$ cat config.mk
export PLATFORM = sky130hd
export DESIGN_NAME = fetch_stage
export DESIGN_NICKNAME = d
export VERILOG_FILES = /design/src/rtl/fetch_stage.sv
export SDC_FILE = /design/constraint.sdc
export NUM_CORES = 1
export LEC_CHECK = 0
export BUFFER_PORTS_ARGS = -buffer_cell sky130_fd_sc_hd__buf_2
export CAP_MARGIN = 20
export CORE_MARGIN = 8
export CORE_UTILIZATION = 35
export DETAILED_ROUTE_END_ITERATION = 7
export SYNTH_ARGS = -nofsm -noshare
export SYNTH_HDL_FRONTEND = slang
export SYNTH_SLANG_ARGS = --single-unit
$ cat constraint.sdc
create_clock -name clk -period 8.89 [get_ports clk]
set_input_delay 0 -clock clk [delete_from_list [all_inputs] [get_ports clk]]
set_output_delay 0 -clock clk [all_outputs]
set_load 0.03 [all_outputs]
$ cat src/rtl/fetch_stage.sv
// Instruction fetch stage: PC register, 2-entry {PC, Inst} queue and FETCH/DROP
// request control. Optional macro FETCH_PERF_EN adds the FetchCount push counter.
module fetch_stage #(
    parameter logic [31:0] RESET_PC = 32'h0000_0000
) (
    input  logic        clk,
    input  logic        Reset,
    input  logic        StallF,
    input  logic        Redirect,
    input  logic [31:0] RedirectPC,
    output logic        ImemReq,
    output logic [31:0] ImemAddr,
    input  logic        ImemAck,
    input  logic [31:0] ImemData,
    output logic [31:0] Inst_out,
    output logic [31:0] PC_out,
    output logic        Valid_out,
    output logic        Busy
`ifdef FETCH_PERF_EN
    ,
    output logic [31:0] FetchCount
`endif
);

    typedef enum logic [0:0] {
        S_FETCH = 1'b0,
        S_DROP  = 1'b1
    } state_t;

    state_t      state_q, state_d;
    logic [31:0] pc_q, pc_d;
    logic [31:0] drop_addr_q, drop_addr_d;
    logic [1:0]  cnt_q, cnt_d;
    logic [63:0] e0_q, e0_d;
    logic [63:0] e1_q, e1_d;
    logic        push_s;
    logic        pop_s;

    // Request and head-of-queue outputs derived from registered state
    always_comb begin
        ImemReq  = 1'b0;
        ImemAddr = pc_q;
        Busy     = 1'b0;
        case (state_q)
            S_FETCH: begin
                ImemReq  = (cnt_q != 2'd2);
                ImemAddr = pc_q;
                Busy     = 1'b0;
            end
            S_DROP: begin
                // The abandoned request must stay on the bus until it is acknowledged
                ImemReq  = 1'b1;
                ImemAddr = drop_addr_q;
                Busy     = 1'b1;
            end
            default: begin
                ImemReq  = 1'b0;
                ImemAddr = pc_q;
                Busy     = 1'b0;
            end
        endcase
        Valid_out = (cnt_q != 2'd0);
        if (Valid_out) begin
            Inst_out = e0_q[31:0];
            PC_out   = e0_q[63:32];
        end else begin
            Inst_out = 32'h0000_0000;
            PC_out   = 32'h0000_0000;
        end
    end

    // Next-state logic: redirect overrides push, pop and stall
    always_comb begin
        state_d     = state_q;
        pc_d        = pc_q;
        drop_addr_d = drop_addr_q;
        cnt_d       = cnt_q;
        e0_d        = e0_q;
        e1_d        = e1_q;
        push_s      = 1'b0;
        pop_s       = 1'b0;
        case (state_q)
            S_FETCH: begin
                if (Redirect) begin
                    cnt_d = 2'd0;
                    pc_d  = {RedirectPC[31:2], 2'b00};
                    if (ImemReq && !ImemAck) begin
                        state_d     = S_DROP;
                        drop_addr_d = pc_q;
                    end else begin
                        state_d = S_FETCH;
                    end
                end else begin
                    push_s = ImemReq && ImemAck;
                    pop_s  = (cnt_q != 2'd0) && !StallF;
                    if (push_s) begin
                        pc_d = pc_q + 32'd4;
                    end else begin
                        pc_d = pc_q;
                    end
                    case ({push_s, pop_s})
                        2'b10: begin
                            if (cnt_q == 2'd0) begin
                                e0_d  = {pc_q, ImemData};
                                cnt_d = 2'd1;
                            end else begin
                                e1_d  = {pc_q, ImemData};
                                cnt_d = 2'd2;
                            end
                        end
                        2'b01: begin
                            e0_d  = e1_q;
                            cnt_d = cnt_q - 2'd1;
                        end
                        2'b11: begin
                            // Only reachable at count 1: the new word replaces the head
                            e0_d  = {pc_q, ImemData};
                            cnt_d = 2'd1;
                        end
                        default: begin
                            cnt_d = cnt_q;
                        end
                    endcase
                end
            end
            S_DROP: begin
                cnt_d = 2'd0;
                if (Redirect) begin
                    pc_d = {RedirectPC[31:2], 2'b00};
                end else begin
                    pc_d = pc_q;
                end
                if (ImemAck) begin
                    state_d = S_FETCH;
                end else begin
                    state_d = S_DROP;
                end
            end
            default: begin
                state_d = S_FETCH;
                cnt_d   = 2'd0;
            end
        endcase
    end

    // State, PC and queue registers
    always_ff @(posedge clk or posedge Reset) begin
        if (Reset) begin
            state_q     <= S_FETCH;
            pc_q        <= RESET_PC;
            drop_addr_q <= 32'h0000_0000;
            cnt_q       <= 2'd0;
            e0_q        <= 64'h0;
            e1_q        <= 64'h0;
        end else begin
            state_q     <= state_d;
            pc_q        <= pc_d;
            drop_addr_q <= drop_addr_d;
            cnt_q       <= cnt_d;
            e0_q        <= e0_d;
            e1_q        <= e1_d;
        end
    end

`ifdef FETCH_PERF_EN
    logic [31:0] fetch_count_q, fetch_count_d;

    // Push counter, wraps naturally at 2^32
    always_comb begin
        if (push_s) begin
            fetch_count_d = fetch_count_q + 32'd1;
        end else begin
            fetch_count_d = fetch_count_q;
        end
    end

    // Push counter register
    always_ff @(posedge clk or posedge Reset) begin
        if (Reset) begin
            fetch_count_q <= 32'h0000_0000;
        end else begin
            fetch_count_q <= fetch_count_d;
        end
    end

    assign FetchCount = fetch_count_q;
`endif

endmodule

# [Word level (Yosys, flattened, before mapping)]
# Index checks and enable logic that the tools add are counted.
[word_totals] register_bits=195 inputBits=69
[op_classes] eq_ne=8 muxes=19 bitwise_logic=3 reduce_logical=12 add_sub_neg=2
[op_table] cell="64-bit one-hot mux with 3 select lines" count=1
[op_table] cell="32-bit 2-to-1 mux" count=5
[op_table] cell="32-bit one-hot mux with 2 select lines" count=2
[op_table] cell="64-bit 2-to-1 mux" count=1
[op_table] cell="32-bit by 3-bit adder with 32-bit output (second input constant)" count=1
[op_table] cell="4-bit AND reduction" count=2
[op_table] cell="2-bit inequality test (second input constant)" count=3
[op_table] cell="1-bit one-hot mux with 2 select lines" count=3
[op_table] cell="2-bit one-hot mux with 3 select lines" count=1
[op_table] cell="5-bit by 2-bit inequality test with 1-bit output (second input constant)" count=1
[op_table] cell="2-bit equality test (second input constant)" count=2
[op_table] cell="2-bit 2-to-1 mux" count=2
[op_table] cell="2-bit one-hot mux with 2 select lines" count=1
[op_table] cell="1-bit logical AND" count=3
[op_table] cell="1-bit 2-to-1 mux" count=3
[op_table] cell="3-bit inequality test (second input constant)" count=1
[op_table] cell="1-bit inverter" count=3
[op_table] cell="3-bit AND reduction" count=1
[op_table] cell="3-bit nonzero test" count=1
[op_table] cell="2-bit by 1-bit equality test with 1-bit output (second input constant)" count=1
[op_table] cell="1-bit zero test" count=2
[op_table] cell="2-bit zero test" count=1
[op_table] cell="2-bit AND reduction" count=1
[op_table] cell="2-bit nonzero test" count=1
[op_table] cell="2-bit by 1-bit subtractor with 2-bit output (second input constant)" count=1

# [Logic depth before layout (Yosys ltp)]
# Gate-level depths: netlist (run 1).
[logic_depth] word_depth=7 depth_mapped=9

# [Least setup slack after synthesis (run 1)]
# OpenSTA, ideal clock, no wires.
[synth_path] path_type="reg-to-reg" from="reg state_q" to="reg e0_q[42]" t_required_ps=8765 path_stages_with_launch=7 setup_ps=125 setup_slack_ps=6510 path_buffers=2 arrival_time_ps=2255 period_less_slack_ps=2380 cell_sequence="dfrtp_1 > nand2b_1 > buf_2 > a21boi_1 > clkbuf_1 > mux2_2 > mux2_2"
[synth_via] elab_chain_len=6 word_cells_on_any_way=10 classes_between="eq/ne (4); mux (2); bitwise (1); reduce/logical (3)"
[synth_lines] element="start, declared" line_no="30" source="state_t state_q, state_d;"
[synth_lines] element="start signal, assigned" line_no="156" source="state_q <= state_d;"
[synth_lines] element="1-bit inverter (no source line)"
[synth_lines] element="1-bit one-hot mux with 2 select lines (*)" line_no="44" source="case (state_q)"
[synth_lines] element="net ImemReq" line_no="11" source="output logic ImemReq,"
[synth_lines] element="1-bit logical AND (*)" line_no="94" source="push_s = ImemReq && ImemAck;"
[synth_lines] element="2-bit equality test / 2-bit by 1-bit equality test with 1-bit output (equally long branches)" line_no="101" source="case ({push_s, pop_s})"
[synth_lines] element="2-bit inequality test (no source line) / 3-bit nonzero test (equally long branches)"
[synth_lines] element="4-bit AND reduction (no source line)"
[synth_lines] element="end signal, assigned" line_no="153" source="e0_q <= 64'h0;"
[synth_lines] element="end signal, assigned" line_no="160" source="e0_q <= e0_d;"
[synth_lines] element="end, declared" line_no="34" source="logic [63:0] e0_q, e0_d;"
# Mark *: on every way through the listed nets, which the timed path passes. The rest lies on a longest branch.
# A chain may end at the register's enable or synchronous reset.

# [Worst setup path in the final report (run 1)]
[layout_path] from="reg state_q" to="reg e0_q[58]"
[layout_via] elab_chain_len=6 word_cells_on_any_way=10 classes_between="eq/ne (4); mux (2); bitwise (1); reduce/logical (3)"
[layout_lines] element="1-bit inverter (no source line)"
[layout_lines] element="1-bit one-hot mux with 2 select lines" line_no="44"
[layout_lines] element="1-bit logical AND" line_no="94"
[layout_lines] element="2-bit equality test / 2-bit by 1-bit equality test with 1-bit output (equally long branches)" line_no="101"
[layout_lines] element="2-bit inequality test (no source line) / 3-bit nonzero test (equally long branches)"
[layout_lines] element="4-bit AND reduction (no source line)"
# Parallel ways exist; a longest one is shown, timed or not.

==> impl.org, run 1 <==
** Synthesis
- Cell type with the highest aggregate area in the netlist :: dfrtp_1
- In the post-synthesis netlist, the biggest area contributors are dfrtp_1 (49%), mux2_2 (29%), nor2b_1 (4.1%).
- In this run, synthesis inferred 0 flip-flops with an integrated enable.
- In the synthesized netlist the async set-or-reset flop fraction comes to 100%.
- Synthesized instance count :: 794
- After synthesis the cells add up to 9540 um2.
- Dominant synthesized flop cell :: dfrtp_1
- The synthesized design contains 187 register bits.
- The Yosys step of the flow raised 0 warnings.
- Each instance of the synthesized netlist takes up on average between 10 and 15 um2.
- Synthesis instantiated 57 different standard cells from the library.
- For this run, the register share of the synthesized area comes to 49.1%.
- Post-synth top area share :: ~49%

** Floorplan
- Count of pins on the block boundary :: about 170
- The total area inside the core boundary comes to 26,900 um2.
- Vertical extent of the die :: 181 um
- From left edge to right edge, the die measures 181 um.
- The die covers approximately 33,000 um2.
- Total number of placement rows :: 60
- The initial utilization of the core area, before any placement, comes to 35.5%.

** Worst setup path
- Data required time at the worst endpoint :: 9.20 ns
- The worst setup path is of the flop to flop kind.
- The worst register-to-register path has a setup slack of 5.56 ns.
- STA classifies the critical path endpoint as a flop.
- Of all nets on the critical path, the largest fanout is 51.
- Counting cells, the worst reg-to-reg path comes to 5.
- Data arrives at the worst endpoint at roughly 3.6 ns.
- Critical path launch point type :: flop

** GRT
- Number of antenna violations at the first check in global routing :: 1
- Wire length of the first global-routing pass :: 40,800 um
- The number of global-route vias before repair was 7,237.
- For this run, the total global-route usage over all layers was measured as 15.4%.
- Remaining global-route overflow :: 0
- Largest net degree at the start of global routing :: 130

** Routing
- Vias per inst :: 5.14
- In the routed design, unresolved DRC markers number 0.
- In this run, the number of DRC markers left after iteration 0 of detailed routing was 421.
- After detailed routing, the average wire length per cell comes to 18.6 um.
- TritonRoute pass-1 iters :: 5
- Detailed routing inserted a total of 6,841 vias.
- Residual antenna-violating net count after detailed routing :: 0
- After detailed routing, the total wire length is 24,700 um.

** Pwr
- The clock network accounts for ~28% of the total power.
- In this run, flip-flops and latches consume 44.3% of the power.
- Switching share of power :: 32.5%
- Power per standard cell area :: 249 nW/um2
- In this run the static leakage power is 5.06 nW.
- Cell internal power dissipation :: 0.00198 W
- Logic pwr share :: 28.2%
- Summing internal, switching and leakage power gives 0.00293 W.
- Largest vdd supply drop :: about 120 uV
- In this run the power spent charging and discharging nets is approximately 0.00095 W.

** Placement
- Once detailed placement completed, the half-perimeter wirelength came to 15,600 um.
- Placed Cells incl. Taps :: ~1.2k
- Buffers on Ports :: 161
- Gpl congestion :: 0.774

** Timing
- Worst slew margin relative to its limit :: a little under a third
- Setup repair after global routing left no endpoint under its margin.
- Of the available clock period, the critical path in the final layout requires 37.4%.
- The final count of hold timing violations was 0.
- Setup-failing EPs final :: 0
- Based on the critical path, the design can be clocked at up to 300 MHz.
- Slew at the pin closest to its max-slew limit :: 1.03 ns
- Between clock sinks in the finished design, the worst skew comes to 0.0116 ns.
- The number of slew-limit violations in the final report was 0.
- The smallest clock period supported by the final layout is computed as 3.33 ns.
- Hold is met by approximately 0.016 ns.
- Setup tns final :: 0 ns

** Cells and area
- From synthesis to final layout, the design area changed by 23.3%.
- The net count of the finished layout is ~1.0k.
- The post-route netlist has 46.4% of its cells at a drive strength greater than 1.
- Layout Cells excl Fill :: 1,331

** Run
- Across the run, the number of max-cap violations was 0.

** Hold path
- Counting instances, the worst hold path has a depth of 4.
- The min-delay analysis places its worst path in the category input port to flop.

** Clock tree
- In this run, CTS created clock tree buffers numbering 17.
- Clock-pin slew was measured on the worst setup and hold paths at 0.07 ns.
- TritonCTS clock tree :: yes
- Counting every sink on the clock net gives 187.
- The cell sitting at the root of the clock tree is a clkbuf_16.
- In this run, post-CTS repair resized a total of 0 instances.
- Worst-Skew Late Latency :: 0.43 ns
- H-tree depth :: 4
- Clock Path Buffers :: 2

** Status
- The run finished with clean final reports.
## what timing repair did
action / CTS / global route
hold buffers: 64 / 0
endpoints found under the hold margin: 223 / 0
endpoints found under the setup margin: 0 / 0
buffers inserted: 0 / 0
## worst paths after layout
path                                           start                   end
min in group asynchronous                      Reset  e0_q[35]$_DFFE_PP0P_
worst min-delay path                  RedirectPC[12]  pc_q[12]$_DFFE_PP0P_
worst max-delay path               state_q$_DFF_PP0_  e0_q[58]$_DFFE_PP0P_
worst max register to register     state_q$_DFF_PP0_  e0_q[58]$_DFFE_PP0P_
worst min register to register  e0_q[58]$_DFFE_PP0P_  e0_q[58]$_DFFE_PP0P_
max in group asynchronous                      Reset  e1_q[30]$_DFFE_PP0P_
## cell usage after synthesis, drive strengths merged, types with 4 or more instances
master	count
nor3	8
nor2	26
and3	7
a311oi	5
o31ai	4
a31oi	9
a21oi	20
o21ai	17
nand2	20
or3	4
or4	7
nand3	19
o211ai	4
and4	5
clkbuf	39
nand4	17
dfrtp	187
a22oi	5
inv	9
nor4	7
nor2b	62
buf	34
mux2	243
## power by group through the flow
stage	registers [W]	clock network [W]	logic, W
floorplan	0.00124	0	0.000678
global placement	0.00130	0	0.000803
detailed placement	0.00132	0	0.000817
CTS	0.00130	0.000838	0.000841
global route	0.00134	0.000870	0.000900
finish	0.00130	0.000807	0.000828
## logic make-up (layout without fill, tap and decap cells)
| group | count (synthesis) | in the layout | share of synthesized area (%) |
|---|---|---|---|
| AO/OA/AOI/OAI | 84 | 84 | 5.75 |
| XOR/XNOR | 1 | 1 | 0.0919 |
| adder cells (fa/ha/maj) | 3 | 3 | 0.394 |
| buffers and inverters | 85 | 277 | 4.59 |
| flip-flops | 187 | 187 | 49.1 |
| multiplexers | 243 | 243 | 28.7 |
| other | 1 | 5 | 0.0393 |
| AND/OR/NAND/NOR | 190 | 190 | 11.4 |
## critical path, cell delays in order, from the launching register on
cell and delay (ns):
dfrtp_2 0.78, nand2b_1 0.47, a21boi_4 0.52, buf_4 0.72, mux2_2 0.43, mux2_2 0.26
## through the flow
step	util, %	instance area (um2)	worst slack (ns)
floorplan	-	9550	3.80
global placement	39.0	10500	5.34
detailed placement	39.0	10500	5.31
CTS	43.7	11700	5.28
global route	43.8	11800	5.31
finish	43.8	11800	5.56
## cell type report
type | count | area, um2
antenna | 1 | 2.50
clock buffer | 18 | 439
clock inverter | 14 | 175
fill | 2538 | 15100
inverter | 9 | 41.3
multi-input combinational | 525 | 4460
sequential | 187 | 4680
tap | 341 | 427
timing repair buffer | 236 | 1530
## routing by layer
layer | wire (um) | track usage, % | vias up | part of all wire (%)
li1 | - | - | 3227 | -
met1 | 11500 | 20.6 | 3448 | 47
met2 | 11700 | 24.9 | 145 | 47
met3 | 1010 | 2.77 | 21 | 4.1
met4 | 424 | 5.05 | 0 | 1.7
met5 | 0 | 0 | - | 0
## state kept, by name, summed over array words and instances (netlist names)
name	cells
pc_q	30
e1_q	62
drop_addr_q	30
e0_q	62
cnt_q	2
state_q	1
## cells in the final DEF (no fill, tap or decap), types with 5 or more instances in the layout
master           n
nor2_1          25
a31oi_1          9
o21ai_0         17
nor4_1           6
dfrtp_1        186
clkbuf_16       17
nand3_1         19
nand2_1         19
a311oi_1         5
inv_1            8
a22oi_1          5
dlygate4sd3_1   64
nand4_1         16
or4_1            6
buf_4            9
inv_6            5
and3_1           6
mux2_2         243
buf_2          161
nor3_1           8
nor2b_1         62
a21oi_1         20
Power figures use the tool's default switching activity.
==> run 2, diff against run 1 <==
==> constraint.sdc (replaced) <==
create_clock -name clk -period 2.8 [get_ports clk]
set_input_delay 0 -clock clk [delete_from_list [all_inputs] [get_ports clk]]
set_output_delay 0 -clock clk [all_outputs]
set_load 0.03 [all_outputs]
==> run 2 against run 1 <==
  * Final area is 1.2% higher
  * Clock power grew to 2.9 times the previous value
  * Clock skew rose by 0.0019 ns
  * Sequential share of layout area fell by 0.46 points
  * Fmax is 30% higher
  * Critical endpoint is now e1_q[24]$_DFFE_PP0P_
  * Largest power group unchanged
  * Highest routed layer unchanged
==> impl.org, run 2 (synthesis results as in run 1) <==
** Worst setup path
- STA classifies the critical path endpoint as a flop.
- Data required time at the worst endpoint :: 3.11 ns
- Cell count of the worst reg-to-reg path :: 6
- The worst setup path is launched from a flop.
- Worst Path Max Fanout :: 62
- By startpoint and endpoint, the worst setup path is classified as flop to flop.
- For the worst setup path, the data arrival time is 2.86 ns.

** Routing
- Average detailed-routed wire length per instance :: 18.1 um
- Routed wire length :: between 20,000 and 25,000 um
- Residual antenna-violating net count after detailed routing :: 0
- Count of vias placed by the detailed router :: 6,925
- Detailed-route DRC error count :: 0
- TritonRoute pass-1 iters :: 5
- Vias per inst :: 5.13
- DRC marker count from the first detailed-route iteration :: 381

** Clock tree
- In this run the clock root is driven by a clkbuf_16.
- The clock tree synthesis step divided the H-tree into 4 levels.
- After clock tree synthesis, the repair step resized 0 gates.
- Clock edge transition at the registers on the reported setup and hold paths :: ~0.080 ns
- Clock Path Buffers :: 2
- Clock tree synthesis inserted a total of 17 buffers.
- The tree built by TritonCTS fans out to roughly 190 sinks.
- Post CTS Setup Buffer Count :: 0
- TritonCTS built the clock tree.
- The clock reaches the later pin of the worst-skew pair after ~0.43 ns.

** Run
- Max-cap violations in this run came to 0.

** GRT
- GRT Resource Usage Total :: 15.1%
- Number of global-route vias before repair :: roughly 7.2k
- Wire length of the first global-routing pass :: 40,400 um
- Number of antenna violations at the first check in global routing :: 2
- Entering global routing, the biggest net connects 63 pins.
- Remaining global-route overflow :: 0

** Placement
- Timing analysis after detailed placement gives a worst setup slack of 0.236 ns.
- At the end of routability-driven placement, the weighted congestion stood at slightly below 0.8.
- Buffers on Ports :: 161
- Detailed-placement wirelength estimate :: around 16,000 um

** Pwr
- For this design the ratio of total power to cell area is about 770 nW/um2.
- Largest vdd supply drop :: 353 uV
- In this run, the clock network consumes about a quarter of the power.
- Summed over all cells, the static leakage comes to 5.12 nW.
- Post-layout total power :: 0.00916 W
- Power dissipated by switching net loads :: 0.00302 W
- The internal power of the cells totals 0.00614 W.
- Logic pwr share :: 29.4%
- In this run switching power makes up 33.0% of total power.
- Seq pwr share :: around 45%

** Cells and area
- The largest registers in the layout are e0_q: 62 flops, e1_q: 62 flops.
- Synthesis-to-layout area growth :: 24.8%
- Number of nets in the finished design :: 1,065
- Measured on the finished design, the core utilization comes to 44.3%.
- In the final layout, the share of cells above drive strength 1 is 47.2%.
- Most common cell after layout, fill and taps aside :: mux2_2
- Commonest non-fill, non-tap cells in the layout :: mux2_2 (243), dfrtp_1 (186), buf_2 (161)

** Floorplan
- In this run the count of I/O pins placed on the die edge is 168.
- The die covers 32,800 um2.
- The initialized floorplan defines 60 standard-cell rows.
- Floorplan core area :: 26,900 um2
- Width of the die :: approximately 180 um
- Vertical extent of the die :: 181 um
- The initial utilization of the core area, before any placement, comes to 35.5%.

** Timing
- Final critical delay including setup and external delays :: 2.55 ns
- Fmax :: 391 MHz
- Fin Clk Skew :: 0.0135 ns
- For the final routed database, the setup TNS stands at 0 ns.
- Post-route worst setup slack :: 0.245 ns
- Final Max Tran Viols :: 0
- Setup violations remaining at the end of the flow were counted as 0.
- The final count of hold timing violations is 0.
- At the pin with the least slew margin, the transition time is 0.952 ns.
- Worst slew margin relative to its limit :: 36.5%
- Setup repair after global routing missed its margin :: false
- Share of the clock period used by the worst path after layout :: 91.2%
- Final hold analysis gives a worst-case slack of 0.0167 ns.

** Hold path
- Worst hold path depth :: 4
- Path class of the lowest-slack min-delay path :: input port to flop

** Status
- Status :: complete, no violations
-- run 2: per-stage QoR --
stage	std cells	area, um2
floorplan	797	9550
global placement	1251	10700
detailed placement	1251	10700
CTS	1347	11900
global route	1349	11900
finish	1349	11900
-- run 2: power groups by stage --
stage | combinational, W | sequential [W] | clock, W
after floorplan | 0.00215 | 0.00393 | 0
after global placement | 0.00262 | 0.00411 | 0
after detailed placement | 0.00266 | 0.00415 | 0
after CTS | 0.00273 | 0.00409 | 0.00246
after global routing | 0.00292 | 0.00424 | 0.00255
final | 0.00269 | 0.00409 | 0.00237
-- run 2: per-layer routing --
layer	up-vias	GRT usage [%]	routed length, um	part of all wire, %
met2	185	23.8	11400	47
met3	23	3.21	1250	5.1
li1	3255	-	-	-
met4	0	4.33	373	1.5
met1	3462	20.6	11400	47
met5	-	0	0	0
-- run 2: layout make-up --
cell class / count / area (um2)
timing repair buffer: 253 / 1720
clock inverter: 13 / 126
multi-input combinational: 525 / 4460
clock buffer: 19 / 443
fill: 2551 / 15000
inverter: 9 / 37.5
antenna: 2 / 5.00
tap: 341 / 427
sequential: 187 / 4680
-- run 2: critical path: stages, from the launching register on --
cell      delay, ns
dfrtp_1        0.33
inv_1          0.07
ha_1           0.25
nand2b_1       0.28
nand2_1        0.14
or4_4          0.91
mux2_2         0.42
-- run 2: timing repair --
| item | CTS | global route |
|---|---|---|
| hold buffers | 64 | 0 |
| endpoints found under the hold margin | 119 | 0 |
| endpoints found under the setup margin | 0 | 0 |
-- run 2: final timing paths --
| kind | from | endpoint | slack (ns) |
|---|---|---|---|
| setup / recovery | cnt_q[0]$_DFFE_PP0P_ | e1_q[24]$_DFFE_PP0P_ | 0.25 |
| hold / removal | RedirectPC[12] | pc_q[12]$_DFFE_PP0P_ | 0.02 |
| setup reg to reg | cnt_q[0]$_DFFE_PP0P_ | e1_q[24]$_DFFE_PP0P_ | 0.25 |
| hold reg to reg | e1_q[23]$_DFFE_PP0P_ | e1_q[23]$_DFFE_PP0P_ | 0.50 |
| max in group asynchronous | Reset | e1_q[39]$_DFFE_PP0P_ | 1.62 |
| min in group asynchronous | Reset | e0_q[60]$_DFFE_PP0P_ | 0.21 |
